## config.mk

```make
export PLATFORM = sky130hd
export DESIGN_NAME = pulse_width_meter
export DESIGN_NICKNAME = d
export VERILOG_FILES = /design/src/rtl/pulse_meter_pkg.sv /design/src/rtl/sync_2ff.sv /design/src/rtl/pulse_width_meter.sv
export SDC_FILE = /design/constraint.sdc
export NUM_CORES = 1
export LEC_CHECK = 0
export CAP_MARGIN = 5
export CORE_ASPECT_RATIO = 1.2
export CORE_MARGIN = 1
export CORE_UTILIZATION = 35
export CTS_CLUSTER_SIZE = 8
export DETAILED_ROUTE_END_ITERATION = 12
export PLACE_DENSITY = 0.66
export SETUP_SLACK_MARGIN = 0.02
export SYNTH_ARGS = -nofsm -noshare
export SYNTH_HDL_FRONTEND = slang
export SYNTH_SLANG_ARGS = --single-unit
```

## constraint.sdc

```tcl
create_clock -name clk -period 1.8 [get_ports clk]
set_input_delay 0.45 -clock clk [delete_from_list [all_inputs] [get_ports clk]]
set_output_delay 0.45 -clock clk [all_outputs]
set_load 0.02 [all_outputs]
```

## src/rtl/pulse_meter_pkg.sv

```systemverilog
// pulse_meter_pkg
//   Shared types and default parameters for the pulse width meter.
//   pwm_state_t   : FSM state encoding (IDLE, MEASURE, WAIT_LOW)
//   PWM_CNT_W     : default counter / width output size
//   PWM_MIN_WIDTH : default shortest accepted pulse, in cycles
//   PWM_MAX_WIDTH : default saturation limit, in cycles
package pulse_meter_pkg;

    typedef enum logic [1:0] {
        IDLE     = 2'd0,
        MEASURE  = 2'd1,
        WAIT_LOW = 2'd2
    } pwm_state_t;

    localparam int PWM_CNT_W     = 22;
    localparam int PWM_MIN_WIDTH = 4;
    localparam int PWM_MAX_WIDTH = 2550000;

endpackage

```

## src/rtl/sync_2ff.sv

```systemverilog
// sync_2ff
//   Two-flop synchronizer for a single asynchronous bit.
//   clk : sampling clock
//   rst : synchronous reset, active high; both flops load RST_VAL
//   d   : asynchronous input
//   q   : synchronized output (two clk edges of latency)
module sync_2ff #(
    parameter logic RST_VAL = 1'b1
) (
    input  logic clk,
    input  logic rst,
    input  logic d,
    output logic q
);

    logic meta;

    always_ff @(posedge clk) begin
        if (rst) begin
            meta <= RST_VAL;
            q    <= RST_VAL;
        end else begin
            meta <= d;
            q    <= meta;
        end
    end

endmodule

```

## src/rtl/pulse_width_meter.sv

```systemverilog
// pulse_width_meter
//   Measures the width, in clk cycles, of each high pulse on measurein.
//   Pulses shorter than MIN_WIDTH are dropped; pulses longer than
//   MAX_WIDTH are reported as MAX_WIDTH with overflow set, and the rest
//   of such a pulse is ignored.
//   clk       : system clock
//   rst       : synchronous reset, active high
//   measurein : asynchronous pulse input
//   width     : last reported width, held between reports
//   valid     : one-cycle strobe marking a new width
//   overflow  : one-cycle strobe with valid when the pulse saturated
//   busy      : high while measuring or waiting for an overflowed pulse to end
//
//   state    | meaning
//   ---------+-----------------------------------------------------------
//   IDLE     | waiting for a rising edge of the synchronized input
//   MEASURE  | counting high cycles of the current pulse
//   WAIT_LOW | pulse saturated and reported; waiting for the input to drop
module pulse_width_meter
    import pulse_meter_pkg::*;
#(
    parameter int CNT_W     = PWM_CNT_W,
    parameter int MIN_WIDTH = PWM_MIN_WIDTH,
    parameter int MAX_WIDTH = PWM_MAX_WIDTH
) (
    input  logic             clk,
    input  logic             rst,
    input  logic             measurein,
    output logic [CNT_W-1:0] width,
    output logic             valid,
    output logic             overflow,
    output logic             busy
);

    localparam logic [CNT_W-1:0] MIN_C = CNT_W'(MIN_WIDTH);
    localparam logic [CNT_W-1:0] MAX_C = CNT_W'(MAX_WIDTH);

    logic             s2;
    logic             s2_d;
    logic             rise;

    pwm_state_t       state_q, state_d;
    logic [CNT_W-1:0] cnt_q, cnt_d;
    logic [CNT_W-1:0] width_d;
    logic             valid_d;
    logic             overflow_d;

    // Reset value 1 on the whole input chain means a line that is already
    // high when reset releases looks like a steady level, not an edge.
    sync_2ff #(
        .RST_VAL (1'b1)
    ) u_sync (
        .clk (clk),
        .rst (rst),
        .d   (measurein),
        .q   (s2)
    );

    always_ff @(posedge clk) begin
        if (rst) begin
            s2_d <= 1'b1;
        end else begin
            s2_d <= s2;
        end
    end

    assign rise = s2 & ~s2_d;

    always_ff @(posedge clk) begin
        if (rst) begin
            state_q  <= IDLE;
            cnt_q    <= '0;
            width    <= '0;
            valid    <= 1'b0;
            overflow <= 1'b0;
        end else begin
            state_q  <= state_d;
            cnt_q    <= cnt_d;
            width    <= width_d;
            valid    <= valid_d;
            overflow <= overflow_d;
        end
    end

    always_comb begin
        state_d    = state_q;
        cnt_d      = cnt_q;
        width_d    = width;
        valid_d    = 1'b0;
        overflow_d = 1'b0;
        unique case (state_q)
            IDLE: begin
                if (rise) begin
                    cnt_d   = CNT_W'(1);
                    state_d = MEASURE;
                end
            end
            MEASURE: begin
                if (s2) begin
                    // Still high after MAX_WIDTH counted cycles: saturate.
                    // Leaving MEASURE here is what keeps cnt from wrapping.
                    if (cnt_q == MAX_C) begin
                        width_d    = MAX_C;
                        valid_d    = 1'b1;
                        overflow_d = 1'b1;
                        state_d    = WAIT_LOW;
                    end else begin
                        cnt_d = cnt_q + CNT_W'(1);
                    end
                end else begin
                    if (cnt_q >= MIN_C) begin
                        width_d = cnt_q;
                        valid_d = 1'b1;
                    end
                    state_d = IDLE;
                end
            end
            WAIT_LOW: begin
                if (!s2) begin
                    state_d = IDLE;
                end
            end
            default: begin
                state_d = IDLE;
            end
        endcase
    end

    assign busy = (state_q != IDLE);

endmodule

```

==> results.json, run 1 <==
{
  "drt-pass1-iter-count": 4,
  "cts_sinks": 51,
  "hold_viol": 0,
  "synthCells": 302,
  "min_period_over_period_pct": 101,
  "clk_latency_ns": 0.31,
  "wirelength_um": 7290,
  "vdd_drop_max_uv": 294,
  "yosys.cell_types.count": 43,
  "p_sw_mw": 0.440,
  "required_ns": 2.04,
  "nets": 367,
  "rsz0062_at_grt": "true",
  "wl_per_cell_um": 16.2,
  "final_antenna_net_count": 0,
  "drcViolationCount": 0,
  "gp_congestion": 0.839,
  "path_max_fanout": 5,
  "slew_headroom_pct": 66.0,
  "cts_max_level": 2,
  "num_vias": 2550,
  "seqPwrFrac_pct": 59.3,
  "cp-startpoint": "cnt_q[2]$_SDFFE_PP0P_",
  "cp-end-kind": "flop",
  "io_pins": 28,
  "r2r-start": "cnt_q[2]$_SDFFE_PP0P_",
  "finalCriticalPeriod_ns": 1.81,
  "critPathMostFrequentCell": "or4_4",
  "layout-drive-gt1-share_pct": 32.3,
  "core_um2": 6940,
  "r2r-end": "cnt_q[13]$_SDFFE_PP0P_",
  "endpoint": "cnt_q[13]$_SDFFE_PP0P_",
  "crit_chain": "nand3_2, or4_4, or4_4, a21oi_2",
  "setup_viol": 1,
  "final_cells": 449,
  "synth-async-reset-ratio_pct": 0,
  "fmax_mhz": 552,
  "synth_flop_cell": "dfxtp_1",
  "synthToLayoutAreaGrowth_pct": 39.6,
  "clk_pin_slew_ns": 0.09,
  "rows": 33,
  "crit_type": "reg -> reg",
  "finClkSkew_ns": 0.00555,
  "cts_tree": "done",
  "r2r_cells": 4,
  "vias_per_cell": 5.68,
  "min_from": "u_sync.meta$_SDFF_PP1_",
  "cp_slowest_stage_delay_ns": 0.61,
  "cts_buffers": 5,
  "max_cap_viol_count": 0,
  "drt_iter0_markers": 208,
  "hold_path_class": "reg -> reg",
  "grt_start_max_net_pins": 23,
  "tightest_slew_ns": 0.507,
  "io_buffers": 27,
  "syn_area_um2": 2540,
  "grt_usage_pct": 20.6,
  "r2r_slack_ns": -0.01,
  "start_util_pct": 36.7,
  "overflow": 0,
  "outcome": "finished, violations left",
  "grt_pass1_wl_um": 12100,
  "violations": "setup timing",
  "cts_root_buf": "clkbuf_8",
  "critPathArrivalTime_ns": 2.05,
  "die-area_um2": 7620,
  "fin_ws_ns": -0.0119,
  "yosysWarnings": 0,
  "cts_buffer_depth": 2,
  "post-place-cells": 437,
  "antenna_cells": 0,
  "power_mw": 1.91,
  "p_sw_share_pct": 23.1,
  "grt_antenna_before_repair": 0,
  "p_comb_share_pct": 5.0,
  "synth-edff-count": 0,
  "place_hpwl_um": 5100,
  "clockPowerShare_pct": 35.7,
  "synth_fp_nets": 307,
  "start_kind": "flop",
  "internal_power_mw": 1.47,
  "avgSynthCellArea_um2": 8.43,
  "grt_pass1_vias": 2570,
  "die_w_um": 79.8,
  "yosysSeqAreaShare_pct": 40.1,
  "p_leak_nw": 1.25,
  "timing.final.max_slew_violations": 0,
  "power.density_nw_per_um2": 537,
  "ys_ff_latch": 51,
  "critical-path-slowest-cell": "or4_4",
  "holdBufCountCts": 0,
  "die_h_um": 95.4
}
per-layer routing:
| metal | GRT usage (%) | vias up | wire [µm] |
|---|---|---|---|
| met1 | 22.9 | 1191 | 3060 |
| met2 | 37.2 | 73 | 3710 |
| li1 | - | 1269 | - |
| met5 | 0 | - | 0 |
| met4 | 11.6 | 0 | 229 |
| met3 | 2.87 | 17 | 293 |
cells by family after synthesis:
family          Yosys count  share of synthesized area (%)
xor+xnor                  1                          0.344
mux                       5                           1.97
buf+inv                  47                           7.57
simple gates            105                           24.3
fa+ha+maj                 2                          0.983
flops                    51                           40.1
compound gates           91                           24.7
placed cells by master, fill, tap and decap left out, types with 6 or more instances in the layout:
| cell | netlist | layout |
|---|---|---|
| a211oi_1 | 12 | 10 |
| a21oi_1 | 33 | 29 |
| and3_1 | 6 | 6 |
| buf_4 | 0 | 49 |
| clkbuf_8 | 0 | 6 |
| clkdlybuf4s50_1 | 0 | 26 |
| dfxtp_1 | 51 | 39 |
| dfxtp_2 | 0 | 8 |
| inv_1 | 18 | 17 |
| nand2_1 | 17 | 15 |
| nand2b_1 | 13 | 13 |
| nand3_1 | 12 | 11 |
| nor3_1 | 6 | 6 |
| o2111ai_1 | 8 | 8 |
| o41ai_1 | 14 | 9 |
| or3_1 | 10 | 10 |
| or4_4 | 0 | 7 |
power groups by stage:
| stage | clock (mW) | sequential, mW | combinational (mW) |
|---|---|---|---|
| 6_report | 0.681 | 1.13 | 0.0957 |
| 5_1_grt | 0.739 | 1.13 | 0.103 |
| 4_1_cts | 0.689 | 1.13 | 0.0900 |
| 3_5_place_dp | 0 | 1.16 | 0.0881 |
| 3_3_place_gp | 0 | 1.16 | 0.0864 |
| 2_1_floorplan | 0 | 1.16 | 0.0477 |
worst max-delay path, delay by kind of cell, from the launching register on:
| family | cells | cell delay, ns |
|---|---|---|
| simple gates | 3 | 1.23 |
| flops | 1 | 0.39 |
| compound gates | 1 | 0.13 |
worst min-delay path by stage:
stage / cells past startpoint / end
6_report: 1 / u_sync.q$_SDFF_PP1_
5_1_grt: 1 / u_sync.q$_SDFF_PP1_
4_1_cts: 1 / u_sync.q$_SDFF_PP1_
3_5_place_dp: 1 / u_sync.q$_SDFF_PP1_
3_3_place_gp: 1 / u_sync.q$_SDFF_PP1_
2_1_floorplan: 1 / u_sync.q$_SDFF_PP1_
final cells by class:
class	instances	area, µm²
fill	642	3380
multi-input combinational	206	1560
sequential	51	1050
timing repair buffer	80	687
tap	87	109
clock buffer	6	82.6
inverter	18	67.6
clock inverter	1	5.00
synthesized netlist by cell type, drive strengths merged, types with 2 or more instances:
cell type | instances | area, µm²
a211oi | 12 | 90.1
a21oi | 33 | 165
and3 | 6 | 37.5
and4 | 3 | 26.3
buf | 8 | 46.3
clkbuf | 21 | 78.8
dfxtp | 51 | 1020
ha | 2 | 25.0
inv | 18 | 67.6
mux2i | 5 | 50.1
nand2 | 17 | 63.8
nand2b | 14 | 95.1
nand3 | 12 | 60.1
nand4 | 5 | 31.3
nand4b | 2 | 17.5
nor2 | 5 | 18.8
nor2b | 2 | 12.5
nor3 | 6 | 30.0
nor4 | 6 | 37.5
nor4b | 2 | 17.5
o2111ai | 8 | 70.1
o21ai | 7 | 35.0
o311ai | 5 | 43.8
o31ai | 4 | 30.0
o41ai | 14 | 123
or2 | 5 | 31.3
or3 | 10 | 62.6
or4 | 7 | 52.6
sequential cells by signal, indices dropped and copies added, names as in the netlist:
signal	flops
u_sync.meta	1
overflow	1
valid	1
state_q	2
width	22
cnt_q	22
s2_d	1
u_sync.q	1
through the flow:
| stage | hold slack (ns) | worst slack [ns] | area (µm²) | setup TNS [ns] | util, % |
|---|---|---|---|---|---|
| floorplan | 0.389 | 0.0233 | 2600 | 0 | - |
| global placement | 0.392 | -0.0322 | 3230 | -0.0439 | 46.6 |
| detailed placement | 0.396 | -0.0622 | 3230 | -0.284 | 46.6 |
| CTS | 0.417 | -0.0104 | 3370 | -0.0168 | 48.6 |
| global route | 0.425 | -0.0348 | 3550 | -0.210 | 51.2 |
| finish | 0.415 | -0.0119 | 3550 | -0.0119 | 51.2 |
timing repair:
action / in CTS / in global routing
buffers inserted: 1 / 2
gates cloned: 2 / 0
pin swaps: 3 / 8
resized for setup: 18 / 40
endpoints found under the setup margin: 16 / 40
(Power assumes the default switching activity.)
==> inputs of run 2 (changes only) <==
--- a/config.mk
+++ b/config.mk
@@ -5,13 +5,14 @@
 export SDC_FILE = /design/constraint.sdc
 export NUM_CORES = 1
 export LEC_CHECK = 0
+export ABC_CLOCK_PERIOD_IN_PS = 2100
 export CAP_MARGIN = 5
 export CORE_ASPECT_RATIO = 1.2
 export CORE_MARGIN = 1
 export CORE_UTILIZATION = 35
 export CTS_CLUSTER_SIZE = 8
 export DETAILED_ROUTE_END_ITERATION = 12
-export PLACE_DENSITY = 0.66
+export PLACE_DENSITY = 0.64
 export SETUP_SLACK_MARGIN = 0.02
 export SYNTH_ARGS = -nofsm -noshare
 export SYNTH_HDL_FRONTEND = slang
==> constraint.sdc (replaced) <==
create_clock -name clk -period 2.1 [get_ports clk]
set_input_delay 0.525 -clock clk [delete_from_list [all_inputs] [get_ports clk]]
set_output_delay 0.525 -clock clk [all_outputs]
set_load 0.02 [all_outputs]
==> run 2 against run 1 <==
Net effect: sequential share of layout area rose by 2.8 points; the flow now finishes without violations; fmax fell by 5.7%; global-route usage fell by 1.4 points; register-to-register slack improved by 0.19 ns; clock skew rose by 0.0038 ns; routed wire length fell by 7.0%.
==> results.json, run 2 (synthesis results as in run 1) <==
{
  "fmax_mhz": 520,
  "vias_per_cell": 5.79,
  "internal_power_mw": 1.48,
  "layout_common_cells": "50 x dfxtp_1, 33 x a21oi_1, 27 x buf_4, 26 x clkdlybuf4s50_1, 18 x inv_1",
  "wl_per_cell_um": 16.0,
  "setup_viol": 0,
  "overflow": 0,
  "num_vias": 2448,
  "finalCriticalPeriod_ns": 1.92,
  "min_period_over_period_pct": 91.5,
  "p_sw_share_pct": 20.3,
  "outcome": "complete, no violations",
  "p_sw_mw": 0.377,
  "grt_start_max_net_pins": 29,
  "clk_pin_slew_ns": 0.09,
  "gp_congestion": 0.884,
  "cts_tree": "done",
  "reg_top3": "cnt_q (22), width (22), state_q (2)",
  "holdBufCountCts": 0,
  "die_w_um": 79.8,
  "cts_root_buf": "clkbuf_8",
  "rows": 33,
  "finClkSkew_ns": 0.00938,
  "utilization_pct": 45.8,
  "rsz0062_at_grt": "false",
  "clk_latency_ns": 0.31,
  "fin_tns_setup_ns": 0,
  "hold_path_class": "reg -> reg",
  "cts_buffer_depth": 2,
  "final_antenna_net_count": 0,
  "hold_viol": 0,
  "start_kind": "flop",
  "p_leak_nw": 1.06,
  "core_um2": 6940,
  "crit_type": "reg -> reg",
  "vdd_drop_max_uv": 340,
  "tightest_slew_ns": 0.741,
  "final_common_cell": "dfxtp_1",
  "io_buffers": 27,
  "power.density_nw_per_um2": 583,
  "grt_pass1_wl_um": 11200,
  "io_pins": 28,
  "clockPowerShare_pct": 43.7,
  "required_ns": 2.34,
  "critPathArrivalTime_ns": 2.16,
  "start_util_pct": 36.7,
  "die-area_um2": 7620,
  "place_hpwl_um": 4950,
  "slew_headroom_pct": 50.5,
  "path_max_fanout": 15,
  "drcViolationCount": 0,
  "max_cap_viol_count": 0,
  "cts_max_level": 2,
  "layout-drive-gt1-share_pct": 13.7,
  "nets": 340,
  "p_comb_share_pct": 3.7,
  "cp-end-kind": "flop",
  "synthToLayoutAreaGrowth_pct": 24.7,
  "cts_buffers": 5,
  "timing.final.max_slew_violations": 0,
  "antenna_cells": 0,
  "die_h_um": 95.4,
  "drt_iter0_markers": 193,
  "grt_usage_pct": 19.2,
  "drt-pass1-iter-count": 4,
  "cts_sinks": 51,
  "seqPwrFrac_pct": 52.6,
  "post_cts_buffers": 0,
  "wirelength_um": 6780,
  "grt_antenna_before_repair": 0,
  "grt_pass1_vias": 2270
}
[run 2: changes by cell type in the layout (fill, tap and decap cells not counted), moves of 4 or more]
cell / before / now
dfxtp_2: 8 / 1
dfxtp_1: 39 / 50
a21oi_2: 4 / 0
o311ai_0: 0 / 5
or4_4: 7 / 1
o41ai_2: 5 / 0
nor4_1: 1 / 5
o41ai_1: 9 / 14
or4_1: 2 / 6
dfxtp_4: 4 / 0
buf_4: 49 / 27
a21oi_1: 29 / 33
[run 2: routing by layer]
layer / track usage [%] / share of wire [%] / routed length (µm)
met5: 0 / 0 / 0
met4: 9.67 / 3.5 / 238
met3: 3.44 / 4.3 / 291
met2: 33.8 / 50 / 3400
met1: 22.0 / 42 / 2850
[run 2: critical path: stages (launching register included)]
cell     delay (ns)
dfxtp_1        0.47
nand3_1        0.13
or4_1          0.40
buf_4          0.21
nor4_2         0.32
buf_4          0.17
mux2i_1        0.16
[run 2: what timing repair did]
action | CTS | global route
setup endpoints to repair | 1 | 10
endpoints found under the hold margin | 0 | 0
resized for setup | 1 | 4
pin swaps | 0 | 0
cloned | 0 | 0
[run 2: power by group through the flow]
stage	clock network [mW]	registers (mW)	logic [mW]
after floorplan	0	0.996	0.0404
after global placement	0	0.996	0.0678
after detailed placement	0	0.996	0.0684
after CTS	0.823	0.974	0.0683
after global routing	0.862	0.975	0.0743
final	0.810	0.974	0.0685
[run 2: final cells by class]
cell class / count / area, µm²
Inverter: 18 / 67.6
Clock buffer: 6 / 72.6
Sequential cell: 51 / 1020
Clock inverter: 2 / 60.1
Timing Repair Buffer: 55 / 492
Multi-Input combinational cell: 204 / 1350
Fill cell: 682 / 3760
Tap cell: 87 / 109
[run 2: final timing paths]
kind | slack [ns] | to | startpoint | depth (start not counted)
worst max-delay path | 0.18 | cnt_q[19]$_SDFFE_PP0P_ | cnt_q[2]$_SDFFE_PP0P_ | 6
worst max register to register | 0.18 | cnt_q[19]$_SDFFE_PP0P_ | cnt_q[2]$_SDFFE_PP0P_ | 6
worst min register to register | 0.42 | u_sync.q$_SDFF_PP1_ | u_sync.meta$_SDFF_PP1_ | 1
worst min-delay path | 0.42 | u_sync.q$_SDFF_PP1_ | u_sync.meta$_SDFF_PP1_ | 1
[run 2: metrics by stage]
stage / setup WS, ns / power, mW / std cells / hold slack [ns] / area (µm²)
global route: 0.0306 / 1.91 / 423 / 0.435 / 3170
finish: 0.178 / 1.85 / 423 / 0.416 / 3170
global placement: 0.136 / 1.06 / 415 / 0.396 / 3030
CTS: 0.0534 / 1.86 / 423 / 0.419 / 3160
floorplan: 0.212 / 1.04 / 302 / 0.389 / 2540
detailed placement: 0.0854 / 1.06 / 415 / 0.395 / 3030
==> inputs of run 3 (changes only) <==
--- a/config.mk
+++ b/config.mk
@@ -17,3 +17,4 @@
 export SYNTH_ARGS = -nofsm -noshare
 export SYNTH_HDL_FRONTEND = slang
 export SYNTH_SLANG_ARGS = --single-unit
+export TNS_END_PERCENT = 100
==> results of run 3 <==
No change in the layout: final DEF, timing and power equal those of run 2.
